**src/rtl/fetch_unit.sv**
```systemverilog
// Instruction-fetch stage of the multi-cycle MIPS core.
// Holds the PC and fetches one word at a time from instruction memory over a
// req/ack handshake. It presents the latched instruction to decode until the
// datapath retires it, and then computes the next PC from the control-decoder
// outputs, the ALU zero flag, the immediate and rs (for jr).
module fetch_unit #(
  parameter logic [31:0] RESET_PC = 32'h0000_0000,
  parameter int          CNT_W    = 32
) (
  input  logic             clk,
  input  logic             rst_n,
  output logic             imem_req_o,
  output logic [31:0]      imem_addr_o,
  input  logic             imem_ack_i,
  input  logic [31:0]      imem_rdata_i,
  output logic [31:0]      instr_o,
  output logic [31:0]      pc_o,
  output logic [31:0]      pc_plus4_o,
  output logic             instr_valid_o,
  input  logic             retire_i,
  input  logic             Branch_i,
  input  logic             BranchNe_i,
  input  logic             Jump_i,
  input  logic             Jr_i,
  input  logic             zero_i,
  input  logic [31:0]      imm_ext_i,
  input  logic [31:0]      rs_data_i,
  output logic             fetch_err_o,
  output logic [CNT_W-1:0] retired_cnt_o
);

  typedef enum logic [1:0] {
    S_FETCH = 2'd0,
    S_WAIT  = 2'd1,
    S_HOLD  = 2'd2,
    S_HALT  = 2'd3
  } state_e;

  state_e           state_q, state_d;
  logic [31:0]      pc_q, pc_d;
  logic [31:0]      pc_plus4_q, pc_plus4_d;
  logic [31:0]      instr_q, instr_d;
  logic             valid_q, valid_d;
  logic             req_q, req_d;
  logic             err_q, err_d;
  logic [CNT_W-1:0] cnt_q, cnt_d;

  logic [31:0]      next_pc;
  logic             taken;
  logic             jr_misaligned;

  // Next-PC selection: Jr > Jump > taken branch > sequential. Branch inputs are
  // only looked at when neither Jr nor Jump is set, so X on them cannot reach pc.
  always_comb begin
    next_pc = pc_plus4_q;
    taken   = 1'b0;
    if (Jr_i) begin
      next_pc = rs_data_i;
    end else if (Jump_i) begin
      next_pc = {pc_plus4_q[31:28], instr_q[25:0], 2'b00};
    end else begin
      taken = (Branch_i & zero_i) | (BranchNe_i & ~zero_i);
      if (taken) begin
        next_pc = pc_plus4_q + (imm_ext_i << 2);
      end else begin
        next_pc = pc_plus4_q;
      end
    end
  end

  assign jr_misaligned = Jr_i & (rs_data_i[1:0] != 2'b00);

  // FSM next-state and registered-output next values; everything holds by default.
  always_comb begin
    state_d    = state_q;
    pc_d       = pc_q;
    pc_plus4_d = pc_plus4_q;
    instr_d    = instr_q;
    valid_d    = valid_q;
    req_d      = req_q;
    err_d      = err_q;
    cnt_d      = cnt_q;
    case (state_q)
      S_FETCH: begin
        // Request becomes visible in WAIT, one cycle after entering FETCH.
        req_d   = 1'b1;
        state_d = S_WAIT;
      end
      S_WAIT: begin
        if (imem_ack_i) begin
          instr_d = imem_rdata_i;
          req_d   = 1'b0;
          valid_d = 1'b1;
          state_d = S_HOLD;
        end else begin
          req_d   = 1'b1;
        end
      end
      S_HOLD: begin
        if (retire_i) begin
          valid_d = 1'b0;
          cnt_d   = cnt_q + {{(CNT_W-1){1'b0}}, 1'b1};
          if (jr_misaligned) begin
            // Bad jr target: keep pc for debug and stop fetching for good.
            err_d   = 1'b1;
            state_d = S_HALT;
          end else begin
            pc_d       = next_pc;
            pc_plus4_d = next_pc + 32'd4;
            state_d    = S_FETCH;
          end
        end else begin
          valid_d = 1'b1;
        end
      end
      S_HALT: begin
        req_d   = 1'b0;
        valid_d = 1'b0;
      end
      default: begin
        req_d   = 1'b0;
        valid_d = 1'b0;
        state_d = S_HALT;
      end
    endcase
  end

  // State and output registers; reset abandons any in-flight request.
  always_ff @(posedge clk or negedge rst_n) begin
    if (!rst_n) begin
      state_q    <= S_FETCH;
      pc_q       <= RESET_PC;
      pc_plus4_q <= RESET_PC + 32'd4;
      instr_q    <= 32'd0;
      valid_q    <= 1'b0;
      req_q      <= 1'b0;
      err_q      <= 1'b0;
      cnt_q      <= {CNT_W{1'b0}};
    end else begin
      state_q    <= state_d;
      pc_q       <= pc_d;
      pc_plus4_q <= pc_plus4_d;
      instr_q    <= instr_d;
      valid_q    <= valid_d;
      req_q      <= req_d;
      err_q      <= err_d;
      cnt_q      <= cnt_d;
    end
  end

  assign imem_req_o    = req_q;
  assign imem_addr_o   = pc_q;
  assign instr_o       = instr_q;
  assign pc_o          = pc_q;
  assign pc_plus4_o    = pc_plus4_q;
  assign instr_valid_o = valid_q;
  assign fetch_err_o   = err_q;
  assign retired_cnt_o = cnt_q;

endmodule
```
**config.mk**
```make
export PLATFORM = sky130hd
export DESIGN_NAME = fetch_unit
export DESIGN_NICKNAME = d
export VERILOG_FILES = /design/src/rtl/fetch_unit.sv
export SDC_FILE = /design/constraint.sdc
export NUM_CORES = 1
export LEC_CHECK = 0
export CAP_MARGIN = 20
export CORE_ASPECT_RATIO = 0.9
export CORE_MARGIN = 2
export CORE_UTILIZATION = 53
export CTS_BUF_LIST = sky130_fd_sc_hd__clkbuf_4
export CTS_CLUSTER_DIAMETER = 80
export CTS_CLUSTER_SIZE = 24
export DETAILED_ROUTE_END_ITERATION = 10
export GPL_TIMING_DRIVEN = 1
export PLACE_DENSITY = 0.89
export SETUP_SLACK_MARGIN = 0.5
export SLEW_MARGIN = 20
export SYNTH_ARGS = -nofsm -noshare
export SYNTH_HDL_FRONTEND = slang
export SYNTH_SLANG_ARGS = --single-unit
```
**constraint.sdc**
```tcl
create_clock -name clk -period 9.1 [get_ports clk]
set_input_delay 1.365 -clock clk [delete_from_list [all_inputs] [get_ports clk]]
set_output_delay 1.365 -clock clk [all_outputs]
set_load 0.02 [all_outputs]
```
======== Word-level counts from Yosys, hierarchy flattened ========
Cells that the tools add are included.
cells by class
  $add $sub $neg .......................... 3
  reduce and logical (&&, ||, !) cells .... 11
  bitwise logic cells ..................... 6
  multiplexer cells ....................... 12
  equality and inequality tests ........... 5
operators with widths
  cell                                                                    count
  32-bit two-way mux                                                      3
  32-bit by 1-bit adder with 32-bit output (second input constant)        1
  32-bit by 3-bit adder with 32-bit output (second input constant)        1
  32-bit adder                                                            1
  3-bit AND reduction                                                     3
  3-bit nonzero test                                                      3
  2-bit two-way mux                                                       3
  1-bit one-hot mux with 3 select lines                                   2
  2-bit one-hot mux with 3 select lines                                   1
  2-bit AND reduction                                                     3
  2-bit equality test (second input constant)                             2
  2-bit inequality test (second input constant)                           2
  1-bit AND                                                               3
  1-bit two-way mux                                                       3
  2-bit by 1-bit equality test with 1-bit output (second input constant)  1
  2-bit logical NOT                                                       1
  1-bit inverter                                                          2
  2-bit nonzero test                                                      1
  1-bit OR                                                                1
word-level totals
  word-level logic and storage cells ...... 45
  register bits after elaboration ......... 133
  output and inout port bits .............. 163
  input bits .............................. 105

======== Depth between registers and ports, before layout ========
  depth after elaboration ................. 7
  mapped depth ............................ 15
  gate-level depth less buffers ........... 13

======== Worst setup path before layout ========
No wires, ideal clock.
  path kind ............................... input to register
  from .................................... input imm_ext_i[0]
  to ...................................... register pc_plus4_q[31] (netlist: pc_plus4_o[31])
  path buffers ............................ 0
  library setup time ...................... 0.136 ns
  setup slack ............................. 4.516 ns
  required time ........................... 8.964 ns
  data arrival time ....................... 4.448 ns
  stages on the path ...................... 13
  cells stage by stage .................... ha_1 -> fa_1 -> a211oi_2 -> o21ai_1 -> a41oi_1 -> o21a_1 -> nand4_1 -> and3b_1 -> nor3_1 -> and4b_1 -> nand3_1 -> a2111oi_0 -> nand2_1
on the way
  word-level cells in the longest chain between the ends .. 5
ends and longest elaborated chain
  item                                      RTL line  source
  start: declaration                        26        input logic [31:0] imm_ext_i,
  32-bit adder                              64        next_pc = pc_plus4_q + (imm_ext_i << 2);
  32-bit two-way mux                        63        if (taken) begin
  32-bit two-way mux                        59        end else if (Jump_i) begin
  32-bit two-way mux                        57        if (Jr_i) begin
  32-bit by 3-bit adder with 32-bit output  109       pc_plus4_d = next_pc + 32'd4;
  end signal: assignment                    133       pc_plus4_q <= RESET_PC + 32'd4;
  end signal: assignment                    142       pc_plus4_q <= pc_plus4_d;
  end: declaration                          41        logic [31:0] pc_plus4_q, pc_plus4_d;
Every way passes these cells.
A chain may end at the register's enable or synchronous reset.

======== Worst setup path after layout ========
Ends and elaborated chain as after synthesis.

==> flow_summary.json <==
{
  "start_util_pct": 53.6,
  "hold_depth": 1,
  "design_area_mm2": 0.0118,
  "crit_path_start_kind": "input pin",
  "cp_cell_sequence": "clkdlybuf4s50_1, ha_1, fa_1, a211oi_2, o21ai_1, a41oi_1, buf_4, o21a_1, xor2_1, a21oi_1, nand2_1, nor4_4, nand3_1, a2111oi_0, nand2_1",
  "rows": 45,
  "hp-class": "flop to flop",
  "die_area_mm2": 0.0180,
  "grt_pass1_wl_um": 46300,
  "ys.warnings.count": 0,
  "r2r_end": "pc_plus4_o[31]$_DFFE_PN0P_",
  "synth.top_cell.area_share_pct": 36.3,
  "leakage_nw": 4.96,
  "htreeDepth": 4,
  "maxSlewViolCount": 0,
  "tns_ns": 0,
  "critPathMaxStageDelay_ns": 0.58,
  "num_io_pins": 268,
  "synth_seq_cells": 131,
  "hold_violations": 0,
  "hp-start": "retired_cnt_o[31]$_DFFE_PN0P_",
  "vias": 8814,
  "synth.distinct_cells": 95,
  "worstPathMaxFanout": 8,
  "grt_usage_pct": 32.7,
  "post_dp_cell_area_mm2": 0.0115,
  "viasPerCell": 6.03,
  "cts_root_buf": "clkbuf_4",
  "num-nets-final": 1379,
  "fin_ws_ns": 3.68,
  "synth_largest_area_cell": "dfrtp_1",
  "die_h_um": 127,
  "synth_commonest_cells": "nand2_1 (156), dfrtp_1 (130), o21ai_0 (86), a21oi_1 (64), nor2_1 (61)",
  "yosysMostFrequentCell": "nand2_1",
  "path_class": "input pin to flop",
  "finalSetupViolCount": 0,
  "cts.repair.resized": 0,
  "area_growth_pct": 31.1,
  "gp_congestion": 0.952,
  "dieWidth_um": 141,
  "drt-initial-drc-count": 681,
  "cts.clk_slew.worst_paths_ns": 0.13,
  "skew_ns": 0.0238,
  "slew_headroom_pct": 36.3,
  "drc": 0,
  "worstPathArrival_ns": 5.86,
  "max_freq_mhz": 185,
  "whs_endpoint": "retired_cnt_o[31]$_DFFE_PN0P_",
  "yosysSeqAreaShare_pct": 36.6,
  "ys_top_cells_by_area": "dfrtp_1 (36%), nand2_1 (6.5%), ha_1 (5.2%)",
  "grt_pass1_vias": 8653,
  "dr.pass1.iters": 9,
  "p_per_area_mw_per_mm2": 306,
  "port_buffers": 265,
  "fin_crit_ns": 5.42,
  "fillerInstances": 1347,
  "syn_avg_cell_area_um2": 8.79,
  "worstPathBufferInverterCount": 2,
  "routedWlPerCell_um": 20.2,
  "reg2reg_depth": 12,
  "fin_hold_ws_ns": 0.490,
  "syn_nets": 1163,
  "cts_sinks": 131,
  "synthFlopType": "dfrtp_1",
  "core_mm2": 0.0167,
  "worstSkewPairLatency_ns": 0.56,
  "synthCells": 1020,
  "syn_area_mm2": 0.00896,
  "antenna_found_initial": 1,
  "tightest_slew_ns": 0.949,
  "dp_slack_ns": 3.30,
  "rrSetupSlack_ns": 4.45,
  "totalWireLength_um": 29500,
  "critPathCaptureType": "flop",
  "vdd_ir_drop_max_v": 0.000230,
  "crit_top_cell": "nand2_1",
  "cts_tree": "built",
  "postSynth.asyncResetShare_pct": 100,
  "outcome": "finished, final reports clean",
  "rsz0062_at_grt": "no",
  "path_delay_family": "compound AO/OA/AOI/OAI gates",
  "ant_nets": 0,
  "synth_edf_count": 0,
  "cts_buffers": 17,
  "grt_max_degree": 80,
  "post_cts_buffers": 0,
  "critPathSlowestCell": "nor4_4",
  "post-route-period-util_pct": 59.6,
  "drive_above_1_share_pct": 8.81,
  "critical_path.reg2reg.startpoint": "pc_plus4_o[13]$_DFFE_PN0P_",
  "place_hpwl_um": 22100,
  "cap_violations": 0,
  "critPathRequiredTime_ns": 9.54,
  "cts.hold.buffers_added": 0,
  "grt_overflow": 0,
  "ctsLongestPathBuffers": 2
}
==> registers in the layout (all words and copies together), names as in the netlist <==
signal,cells
instr_o,32
imem_addr_o,32
retired_cnt_o,32
pc_plus4_o,30
state_q,2
instr_valid_o,1
fetch_err_o,1
imem_req_o,1
==> how the worst max path moves through the flow <==
stage                  start                    endpoint  slack, ns  cells after the start
2_1_floorplan   imm_ext_i[0]  pc_plus4_o[31]$_DFFE_PN0P_       4.52                     13
3_5_place_dp   imm_ext_i[11]  pc_plus4_o[31]$_DFFE_PN0P_       3.30                     13
5_1_grt                 Jr_i  pc_plus4_o[31]$_DFFE_PN0P_       3.54                     14
4_1_cts         imm_ext_i[0]  pc_plus4_o[31]$_DFFE_PN0P_       3.90                     15
6_report        imm_ext_i[0]  pc_plus4_o[31]$_DFFE_PN0P_       3.68                     15
3_3_place_gp   imm_ext_i[11]  pc_plus4_o[31]$_DFFE_PN0P_       3.45                     13
==> layout make-up <==
class	count	area [µm²]	share of cell area [%]
inverters	26	97.6	0.830
clock inverters	13	146	1.25
diodes	1	2.50	0.0213
multi-input cells	784	5080	43.3
clock buffers	19	143	1.21
flip-flops and latches	131	3280	27.9
well taps	211	264	2.25
repair buffers	276	2740	23.3
==> stage by stage <==
| step | util [%] | power, W | std cells |
|---|---|---|---|
| final | 70.3 | 0.00360 | 1461 |
| after global routing | 70.3 | 0.00381 | 1461 |
| after CTS | 70.3 | 0.00359 | 1460 |
| after detailed placement | 68.5 | 0.00315 | 1428 |
| after global placement | 68.5 | 0.00311 | 1428 |
| after floorplan | - | 0.00232 | 1020 |
==> power breakdown <==
part,internal [W],switching (W),leakage [nW],total (W)
Clock,0.000174,0.000250,0.156,0.000424
Sequential,0.000792,0.000243,1.66,0.00103
Combinational,0.000954,0.00119,3.15,0.00214
==> cell usage in the layout, fill, tap and decap left out, types with 5 or more instances in the layout <==
master	n
mux2i_1	11
a221oi_1	6
a31oi_1	9
o211ai_1	9
nand3b_1	6
o21ai_0	86
nor3_1	23
inv_1	25
inv_6	7
nand2_1	156
clkdlybuf4s50_1	264
clkbuf_4	19
dfrtp_1	130
o221ai_1	5
o31ai_1	8
and3_1	18
ha_1	37
buf_4	11
mux2_2	34
xnor2_1	38
nor3b_1	5
nor2_1	61
nand3_1	36
o21a_1	19
a21o_1	8
nand4_1	15
xor2_1	27
a21oi_1	64
==> logic make-up after synthesis <==
group | Yosys count | synth area share [%]
and+or+nand+nor | 367 | 19.9
AOI/OAI and AO/OA | 268 | 19.3
DFF | 131 | 36.6
buffers and inverters | 105 | 6.84
xor gates and xnor gates | 65 | 6.35
muxes | 46 | 5.65
adders and majority gates | 38 | 5.39
==> per-layer routing <==
layer | wire, µm | GRT usage (%)
met3 | 2220 | 5.92
met2 | 13500 | 52.4
met1 | 12800 | 44.7
met5 | 0 | 0
met4 | 979 | 12.1
No activity file was read; power rests on OpenSTA's default activity.
